**src/rtl/ct_f_spsram_256x7_acc_ctrl_pkg.sv**
```systemverilog
// Shared types and constants for the 256x7 single-port SRAM access controller.
package ct_f_spsram_256x7_acc_ctrl_pkg;

    typedef enum logic [1:0] {
        ST_INIT_PEND = 2'd0,
        ST_INIT      = 2'd1,
        ST_RUN       = 2'd2,
        ST_DRAIN     = 2'd3
    } state_t;

    localparam int DEF_ADDR_WIDTH = 8;
    localparam int DEF_DATA_WIDTH = 7;
    localparam int RSP_FIFO_DEPTH = 2;

endpackage

```
**src/rtl/ct_f_spsram_256x7_acc_ctrl_rsp_fifo.sv**
```systemverilog
// Two-entry read response buffer; push and pop may coincide.
module ct_f_spsram_rsp_fifo
    import ct_f_spsram_256x7_acc_ctrl_pkg::*;
#(
    parameter int DATA_WIDTH = DEF_DATA_WIDTH
) (
    input  logic                  clk,
    input  logic                  rst_n,
    input  logic                  push,
    input  logic [DATA_WIDTH-1:0] push_data,
    input  logic                  pop,
    output logic                  vld,
    output logic [DATA_WIDTH-1:0] rdata,
    output logic [1:0]            cnt
);

    logic [DATA_WIDTH-1:0] mem [RSP_FIFO_DEPTH];
    logic                  wptr;
    logic                  rptr;
    logic                  do_pop;

    assign vld    = (cnt != 2'd0);
    assign rdata  = mem[rptr];
    assign do_pop = pop & vld;

    always_ff @(posedge clk or negedge rst_n) begin
        if (!rst_n) begin
            for (int i = 0; i < RSP_FIFO_DEPTH; i++) begin
                mem[i] <= '0;
            end
            wptr <= 1'b0;
            rptr <= 1'b0;
            cnt  <= 2'd0;
        end else begin
            if (push) begin
                mem[wptr] <= push_data;
                wptr      <= ~wptr;
            end
            if (do_pop) begin
                rptr <= ~rptr;
            end
            cnt <= cnt + {1'b0, push} - {1'b0, do_pop};
        end
    end

endmodule

```
**src/rtl/ct_f_spsram_256x7_acc_ctrl.sv**
```systemverilog
// Initiator-side SRAM access controller: request stream to SRAM cycles,
// response buffering, and a full-array clear sweep after reset or on demand.
module ct_f_spsram_256x7_acc_ctrl
    import ct_f_spsram_256x7_acc_ctrl_pkg::*;
#(
    parameter int                   ADDR_WIDTH = DEF_ADDR_WIDTH,
    parameter int                   DATA_WIDTH = DEF_DATA_WIDTH,
    parameter logic [DATA_WIDTH-1:0] INIT_VAL  = {DATA_WIDTH{1'b0}}
) (
    input  logic                  forever_cpuclk,
    input  logic                  cpurst_b,
    input  logic                  init_start,
    output logic                  init_done,
    input  logic                  req_vld,
    output logic                  req_rdy,
    input  logic                  req_wr,
    input  logic [ADDR_WIDTH-1:0] req_addr,
    input  logic [DATA_WIDTH-1:0] req_wdata,
    input  logic [DATA_WIDTH-1:0] req_wmask,
    output logic                  rsp_vld,
    input  logic                  rsp_rdy,
    output logic [DATA_WIDTH-1:0] rsp_rdata,
    output logic [ADDR_WIDTH-1:0] sram_a,
    output logic                  sram_cen,
    output logic                  sram_gwen,
    output logic [DATA_WIDTH-1:0] sram_wen,
    output logic [DATA_WIDTH-1:0] sram_d,
    input  logic [DATA_WIDTH-1:0] sram_q
);

    state_t                state;
    logic [ADDR_WIDTH-1:0] cnt;
    logic [ADDR_WIDTH-1:0] a_q;
    logic [DATA_WIDTH-1:0] d_q;
    logic                  rd_inflight;
    logic [1:0]            fifo_cnt;
    logic                  rsp_pop;
    logic [2:0]            occ;
    logic                  accept;

    assign rsp_pop   = rsp_vld & rsp_rdy;
    assign occ       = {1'b0, fifo_cnt} + {2'b0, rd_inflight};
    // A pop this cycle frees a slot for a read accepted in the same cycle.
    assign req_rdy   = (state == ST_RUN) && (occ < (3'd2 + {2'b0, rsp_pop}));
    assign accept    = req_vld & req_rdy;
    assign init_done = (state == ST_RUN);

    always_comb begin
        sram_cen  = 1'b1;
        sram_gwen = 1'b1;
        sram_wen  = '1;
        sram_a    = a_q;
        sram_d    = d_q;
        if (state == ST_INIT) begin
            sram_cen  = 1'b0;
            sram_gwen = 1'b0;
            sram_wen  = '0;
            sram_a    = cnt;
            sram_d    = INIT_VAL;
        end else if (accept) begin
            sram_cen = 1'b0;
            sram_a   = req_addr;
            if (req_wr) begin
                sram_gwen = 1'b0;
                sram_wen  = ~req_wmask;
                sram_d    = req_wdata;
            end
        end
    end

    always_ff @(posedge forever_cpuclk or negedge cpurst_b) begin
        if (!cpurst_b) begin
            state       <= ST_INIT_PEND;
            cnt         <= '0;
            a_q         <= '0;
            d_q         <= '0;
            rd_inflight <= 1'b0;
        end else begin
            a_q         <= sram_a;
            d_q         <= sram_d;
            rd_inflight <= accept & ~req_wr;
            unique case (state)
                ST_INIT_PEND: begin
                    state <= ST_INIT;
                    cnt   <= '0;
                end
                ST_INIT: begin
                    if (cnt == '1) begin
                        state <= ST_RUN;
                        cnt   <= '0;
                    end else begin
                        cnt <= cnt + 1'b1;
                    end
                end
                ST_RUN: begin
                    if (init_start) begin
                        state <= ST_DRAIN;
                    end
                end
                ST_DRAIN: begin
                    if (fifo_cnt == 2'd0 && !rd_inflight) begin
                        state <= ST_INIT;
                        cnt   <= '0;
                    end
                end
                default: state <= ST_INIT_PEND;
            endcase
        end
    end

    ct_f_spsram_rsp_fifo #(
        .DATA_WIDTH (DATA_WIDTH)
    ) u_rsp_fifo (
        .clk       (forever_cpuclk),
        .rst_n     (cpurst_b),
        .push      (rd_inflight),
        .push_data (sram_q),
        .pop       (rsp_pop),
        .vld       (rsp_vld),
        .rdata     (rsp_rdata),
        .cnt       (fifo_cnt)
    );

endmodule

```
**config.mk**
```make
export PLATFORM = sky130hd
export DESIGN_NAME = ct_f_spsram_256x7_acc_ctrl
export DESIGN_NICKNAME = d
export VERILOG_FILES = /design/src/rtl/ct_f_spsram_256x7_acc_ctrl_pkg.sv /design/src/rtl/ct_f_spsram_256x7_acc_ctrl_rsp_fifo.sv /design/src/rtl/ct_f_spsram_256x7_acc_ctrl.sv
export SDC_FILE = /design/constraint.sdc
export NUM_CORES = 1
export LEC_CHECK = 0
export CAP_MARGIN = 20
export CORE_UTILIZATION = 45
export CTS_CLUSTER_DIAMETER = 100
export DETAILED_ROUTE_END_ITERATION = 7
export GPL_ROUTABILITY_DRIVEN = 0
export PLACE_DENSITY_LB_ADDON = 0.05
export SLEW_MARGIN = 40
export SYNTH_ARGS = -nofsm -noshare
export SYNTH_HDL_FRONTEND = slang
export SYNTH_HIERARCHICAL = 1
export SYNTH_SLANG_ARGS = --single-unit
export TNS_END_PERCENT = 5
```
**constraint.sdc**
```tcl
create_clock -name forever_cpuclk -period 2.88 [get_ports forever_cpuclk]
set_input_delay 0.576 -clock forever_cpuclk [delete_from_list [all_inputs] [get_ports forever_cpuclk]]
set_output_delay 0.576 -clock forever_cpuclk [all_outputs]
set_load 0.005 [all_outputs]
```
==> results.toml, run 1 <==
[timing]
clock_skew_ps = 5.76
finalSetupViolations = 8
tightest_slew_ps = 566
setup_tns_ps = -648
slew_viol_final = 0
finalHoldViolCount = 0
post-route-period-util = 1.05
slew_headroom = 0.623
fmax_mhz = 332
period_minus_slack_ps = 3010
setup_ws_ps = -134
rsz0062_at_grt = "true"

[detailed_routing]
antenna_left = 0
drt-initial-drc-count = 40
num_vias = 1720
routed_via_density = 4.99
dr.pass1.iters = 4
drc = 0
wl_mm = 5.26
wire_per_inst_um = 15.2

[logic_synthesis]
ys_ff_latch = 44
synth.avg_cell_area_um2 = 12.3
syn_area_um2 = 2280
syn_nets = 231
ys_warn_count = 6
synth_cells = 186
synth.yosys.seq_area_share = 0.483
synthDistinctLibCells = 38

[global_routing]
grt.total_usage = 0.214
grt_pass1_vias = 1697
grt_overflow = 0
antenna_found_initial = 0
grt_first_pass_wirelength_mm = 8.44
grt_max_degree = 45

[floorplanning]
core_area_um2 = 4790
ios = 69
initial_utilization = 0.477
die_x_um = 73.2
rows = 25
dieArea_um2 = 5360
die_y_um = 73.2

[layout]
synthToLayoutAreaGrowth_pct = 43.8
final_area_um2 = 3280
nFillCells = 382
nets = 323
n_antenna_cell = 0
drive_gt1_frac = 0.324
seq_area_um2 = 1100
final_cell_mix = "44 x dfrtp_1, 44 x clkdlybuf4s50_1, 27 x mux2_2"
multi_input_area_um2 = 1160

[critical_path]
slowest_stage = "clkdlybuf4s50_1"
startpoint = "rd_inflight$_DFF_PN0_"
critPathMaxStageDelay_ps = 510
end_kind = "output pin"
r2r_start = "rd_inflight$_DFF_PN0_"
rrSetupSlack_ps = 790
cp_top_family = "buffers and inverters"
rr_worst_depth = 7
startpoint_type = "flop"
path_buf_inv = 3
cp_num_cells = 8
crit_type = "reg -> out"
cp.required_ps = 2300
cp_cell_sequence = "ha_4, nand3b_4, buf_4, a211oi_4, buf_6, mux2i_1, nor2_1, clkdlybuf4s50_1"
r2r-end = "a_q[4]$_DFF_PN0_"
path_max_fanout = 5
endpoint = "sram_d[6]"
crit_arrival_ps = 2440

[clock_network]
cts_buffers = 5
htreeDepth = 2
insertion_delay_ps = 300
clock-root-buffer = "clkbuf_8"
tritoncts = "built"
clk_pin_slew_ps = 80
clockBufferDepth = 2
cts_sinks = 44

[power]
irDropWorstVdd_v = 0.000459
leakagePower_nw = 1.53
p_per_area_nw_per_um2 = 868
power_mw = 2.85

[run_status]
run_status = "finished, violations left"
violations = "setup timing"

[placement]
post-dp-hpwl_mm = 3.59
placed_area_um2 = 3120
port_buffers = 68

[flow_run]
cap_violations = 0

[hold_path]
hp-class = "in -> async"
==> cell type report <==
| type | instances | share of cell area |
|---|---|---|
| Clock inverter | 2 | 0.00381 |
| Inverter | 6 | 0.00686 |
| Timing Repair Buffer | 93 | 0.255 |
| Multi-Input combinational cell | 128 | 0.352 |
| Sequential cell | 44 | 0.336 |
| Clock buffer | 5 | 0.0210 |
| Tap cell | 67 | 0.0256 |
==> state kept, by name, indices dropped and copies added, names as in the netlist, 2 cells and up <==
name and count:
cnt 8, state 2, a_q 8, u_rsp_fifo/mem 14, d_q 7, u_rsp_fifo/cnt 2
==> synthesized netlist by cell type <==
| master | n | area share |
|---|---|---|
| buf_4 | 1 | 0.0033 |
| nand2_1 | 6 | 0.0099 |
| buf_1 | 1 | 0.0016 |
| nand3_1 | 5 | 0.011 |
| and2_2 | 1 | 0.0033 |
| dfrtp_1 | 44 | 0.48 |
| nor3_1 | 2 | 0.0044 |
| a211oi_2 | 1 | 0.0055 |
| mux2i_1 | 9 | 0.039 |
| or2_1 | 1 | 0.0027 |
| or2_2 | 1 | 0.0027 |
| nand2_2 | 1 | 0.0027 |
| nor2b_2 | 1 | 0.0038 |
| o21a_1 | 1 | 0.0033 |
| mux2_2 | 28 | 0.14 |
| mux2_4 | 7 | 0.046 |
| nand3b_4 | 1 | 0.0088 |
| ha_1 | 10 | 0.055 |
| xnor2_1 | 7 | 0.027 |
| a21o_1 | 1 | 0.0033 |
| a211oi_4 | 1 | 0.0088 |
| nor3b_1 | 1 | 0.0033 |
| xor2_1 | 2 | 0.0077 |
| nor2b_1 | 2 | 0.0055 |
| nor4b_2 | 1 | 0.0066 |
| nor4_1 | 2 | 0.0055 |
| o31a_1 | 1 | 0.0038 |
| a21oi_1 | 13 | 0.029 |
| and4_1 | 1 | 0.0038 |
| inv_1 | 6 | 0.0099 |
| nand2b_1 | 2 | 0.0055 |
| clkbuf_1 | 1 | 0.0016 |
| buf_2 | 3 | 0.0066 |
| nand4_1 | 1 | 0.0027 |
| o21ai_0 | 3 | 0.0066 |
| buf_6 | 2 | 0.0099 |
| nor2_1 | 14 | 0.023 |
| nor2b_4 | 1 | 0.0060 |
==> power breakdown <==
group,internal [mW],switching [mW]
combinational,0.888,0.619
clock,0.164,0.211
sequential,0.821,0.143
total,1.87,0.974
==> worst reg2reg max path: stages, from the launching register on <==
cell and delay (ps):
dfrtp_1 420, ha_4 190, ha_4 220, a211oi_4 300, buf_6 160, buf_6 100
mux2_2 330, mux2_4 270
==> how the worst min path moves through the flow <==
stage / start / endpoint
after floorplan: cpurst_b / a_q[0]$_DFF_PN0_
after global placement: u_rsp_fifo/mem[3]$_DFFE_PN0P_ / u_rsp_fifo/mem[3]$_DFFE_PN0P_
after detailed placement: u_rsp_fifo/mem[6]$_DFFE_PN0P_ / u_rsp_fifo/mem[6]$_DFFE_PN0P_
after CTS: cpurst_b / cnt[4]$_DFFE_PN0P_
after global routing: cpurst_b / d_q[4]$_DFF_PN0_
final: cpurst_b / d_q[6]$_DFF_PN0_
==> through the flow <==
| stage | std cells | setup slack (ps) | util | hold slack [ps] |
|---|---|---|---|---|
| 3_5_place_dp | 330 | -367 | 0.652 | 492 |
| 3_3_place_gp | 330 | -373 | 0.651 | 483 |
| 2_1_floorplan | 186 | 286 | - | 280 |
| 4_1_cts | 342 | -195 | 0.684 | 286 |
| 6_report | 345 | -134 | 0.685 | 256 |
| 5_1_grt | 345 | -217 | 0.685 | 315 |
==> per-layer routing <==
layer,part of all wire,track usage,wire (um),vias up
met3,0.042,0.0470,220,7
met2,0.50,0.360,2640,40
met4,0.013,0.0719,70,0
li1,-,-,-,824
met1,0.44,0.271,2330,849
met5,0,0,0,-
==> cells by family after synthesis <==
kind of cell               after synthesis  synth area share
muxes                                   44             0.224
AOI/OAI and AO/OA                       21            0.0598
adders and majority gates               10            0.0549
and+or+nand+nor                         44             0.111
xor gates and xnor gates                 9            0.0346
DFF                                     44             0.483
buffers and inverters                   14            0.0329
==> repair_timing <==
action,CTS,global route
setup endpoints to repair,23,21
setup buffers,4,3
gates resized for setup,42,13
pin swaps,3,4
hold buffers,0,0
cloned,1,0
Power figures use the tool's default switching activity.
==> run 2, diff against run 1 <==
--- a/config.mk
+++ b/config.mk
@@ -10,7 +10,9 @@
 export CTS_CLUSTER_DIAMETER = 100
 export DETAILED_ROUTE_END_ITERATION = 7
 export GPL_ROUTABILITY_DRIVEN = 0
+export GPL_TIMING_DRIVEN = 1
 export PLACE_DENSITY_LB_ADDON = 0.05
+export SKIP_LAST_GASP = 1
 export SLEW_MARGIN = 40
 export SYNTH_ARGS = -nofsm -noshare
 export SYNTH_HDL_FRONTEND = slang
==> run 2 against run 1 <==
Compared with the run above:
- the flow still finishes with violations (setup timing)
- sequential cell count unchanged
- worst setup slack worse by 68 ps
- core utilization increased by 0.42 points
- clock-buffer cell count unchanged
- worst hold slack better by 8.2 ps
- largest cell class unchanged
==> results.toml, run 2 (synthesized netlist as in run 1, its figures left out) <==
[run_status]
run_status = "finished, violations left"
violations = "setup timing"

[layout]
mostFrequentLayoutCell = "clkdlybuf4s50_1"
reg_top3 = "u_rsp_fifo/mem x14, a_q x8, cnt x8"
largest_register_ff_count = 14
final_cells = 343
final_cell_mix = "57 x clkdlybuf4s50_1, 44 x dfrtp_1, 28 x mux2_2"
n_antenna_cell = 0
largest_register = "u_rsp_fifo/mem"
drive_gt1_frac = 0.290
nets = 321
synthToLayoutAreaGrowth_pct = 44.7
fin_util = 0.690

[critical_path]
path_max_fanout = 3
startpoint_type = "flop"
cp_top_family = "multiplexers"
cp.required_ps = 2300
end_kind = "output pin"
crit_arrival_ps = 2510
cp_cell_sequence = "ha_4, ha_4, a211oi_4, buf_6, buf_4, mux2_2, mux2_2, dlygate4sd2_1"
critPathMaxStageDelay_ps = 420
slowest_stage = "dfrtp_1"
path_buf_inv = 3
crit_type = "reg -> out"

[clock_network]
clk_pin_slew_ps = 80
clockBufferDepth = 2
cts_buffers = 5
htreeDepth = 2
tritoncts = "built"
insertion_delay_ps = 300
cts_sinks = 44
cts_hold_buffers = 0
clock-root-buffer = "clkbuf_8"

[global_routing]
grt_overflow = 0
grt.total_usage = 0.216
grt_first_pass_wirelength_mm = 8.54
use_met2 = 0.359
grt_pass1_vias = 1716
grt.busiest_layer = "met2"
met1_usage = 0.277
grt_max_degree = 45
antenna_found_initial = 0
use_met3 = 0.0483

[timing]
period_minus_slack_ps = 3080
setup_ws_ps = -202
post-route-period-util = 1.07
slew_headroom = 0.629
fmax_mhz = 324
fin_hold_ws_ps = 264
finalHoldViolCount = 0
setup_tns_ps = -3520
clock_skew_ps = 6.24
finalSetupViolations = 21
rsz0062_at_grt = "true"
slew_viol_final = 0
tightest_slew_ps = 557

[power]
leakagePower_nw = 1.48
irDropWorstVdd_v = 0.000459
p_per_area_nw_per_um2 = 877

[floorplanning]
die_y_um = 73.2
dieArea_um2 = 5360
rows = 25
core_area_um2 = 4790
initial_utilization = 0.477
die_x_um = 73.2
ios = 69

[detailed_routing]
antenna_left = 0
wire_per_inst_um = 15.2
routed_via_density = 4.94
drc = 0
dr.pass1.iters = 4
wl_mm = 5.22
num_vias = 1694
drt-initial-drc-count = 40

[flow_run]
cap_violations = 0

[placement]
port_buffers = 68
post-dp-hpwl_mm = 3.59
dp_cells = 330

[hold_path]
hp-class = "in -> async"
[run 2: cell count changes in the layout (fill, tap and decap cells not counted), sizes merged]
cell,delta
dlygate4sd2,-9
clkdlybuf4s15,+5
clkbuf,-7
dlymetal6s2s,-1
clkdlybuf4s50,+13
buf,-3
[run 2: metrics by stage]
step	cell area (um2)	setup slack, ps	total power, mW
2_1_floorplan	2280	286	1.75
3_3_place_gp	3120	-373	2.46
3_5_place_dp	3120	-367	2.49
4_1_cts	3280	-229	2.90
5_1_grt	3300	-285	3.10
6_report	3300	-202	2.90
[run 2: worst paths after layout]
check | start | to | slack (ps) | cells past startpoint
max in group asynchronous | cpurst_b | cnt[2]$_DFFE_PN0P_ | 2230 | 1
max reg2reg | rd_inflight$_DFF_PN0_ | a_q[3]$_DFF_PN0_ | 780 | 7
min | cpurst_b | d_q[6]$_DFF_PN0_ | 260 | 1
max | rd_inflight$_DFF_PN0_ | sram_a[0] | -200 | 8
min reg2reg | u_rsp_fifo/mem[6]$_DFFE_PN0P_ | u_rsp_fifo/mem[6]$_DFFE_PN0P_ | 510 | 1
min in group forever_cpuclk | u_rsp_fifo/mem[6]$_DFFE_PN0P_ | u_rsp_fifo/mem[6]$_DFFE_PN0P_ | 510 | 1
[run 2: worst reg2reg max path, stage by stage (launching register included)]
cell      delay, ps
dfrtp_1         420
ha_4            190
ha_4            220
a211oi_4        290
buf_6           160
buf_4           120
mux2_2          320
mux2_2          280
[run 2: repair_timing]
item / in CTS / in global routing
setup buffers: 4 / 1
endpoints found under the setup margin: 23 / 24
gates resized for setup: 23 / 4
pin swaps: 2 / 2
cloned: 1 / 0
[run 2: layout make-up]
type | instances | area [um2]
fillers | 383 | 1490
multi-input cells | 128 | 1150
flip-flops and latches | 44 | 1100
repair buffers | 91 | 860
well taps | 67 | 83.8
clock buffers | 5 | 68.8
inverters | 6 | 22.5
clock inverters | 2 | 12.5
[run 2: routing by layer]
layer  wire length [um]  vias up
met2               2580       35
met5                  0        -
met4                 73        0
met3                208        7
li1                   -      823
met1               2360      829
[run 2: power breakdown]
group | total [mW] | internal, mW | switching, mW | leakage [nW]
Sequential | 0.963 | 0.821 | 0.143 | 0.568
Combinational | 1.56 | 0.944 | 0.615 | 0.873
Clock | 0.374 | 0.164 | 0.210 | 0.0400
Total | 2.90 | 1.93 | 0.967 | 1.48
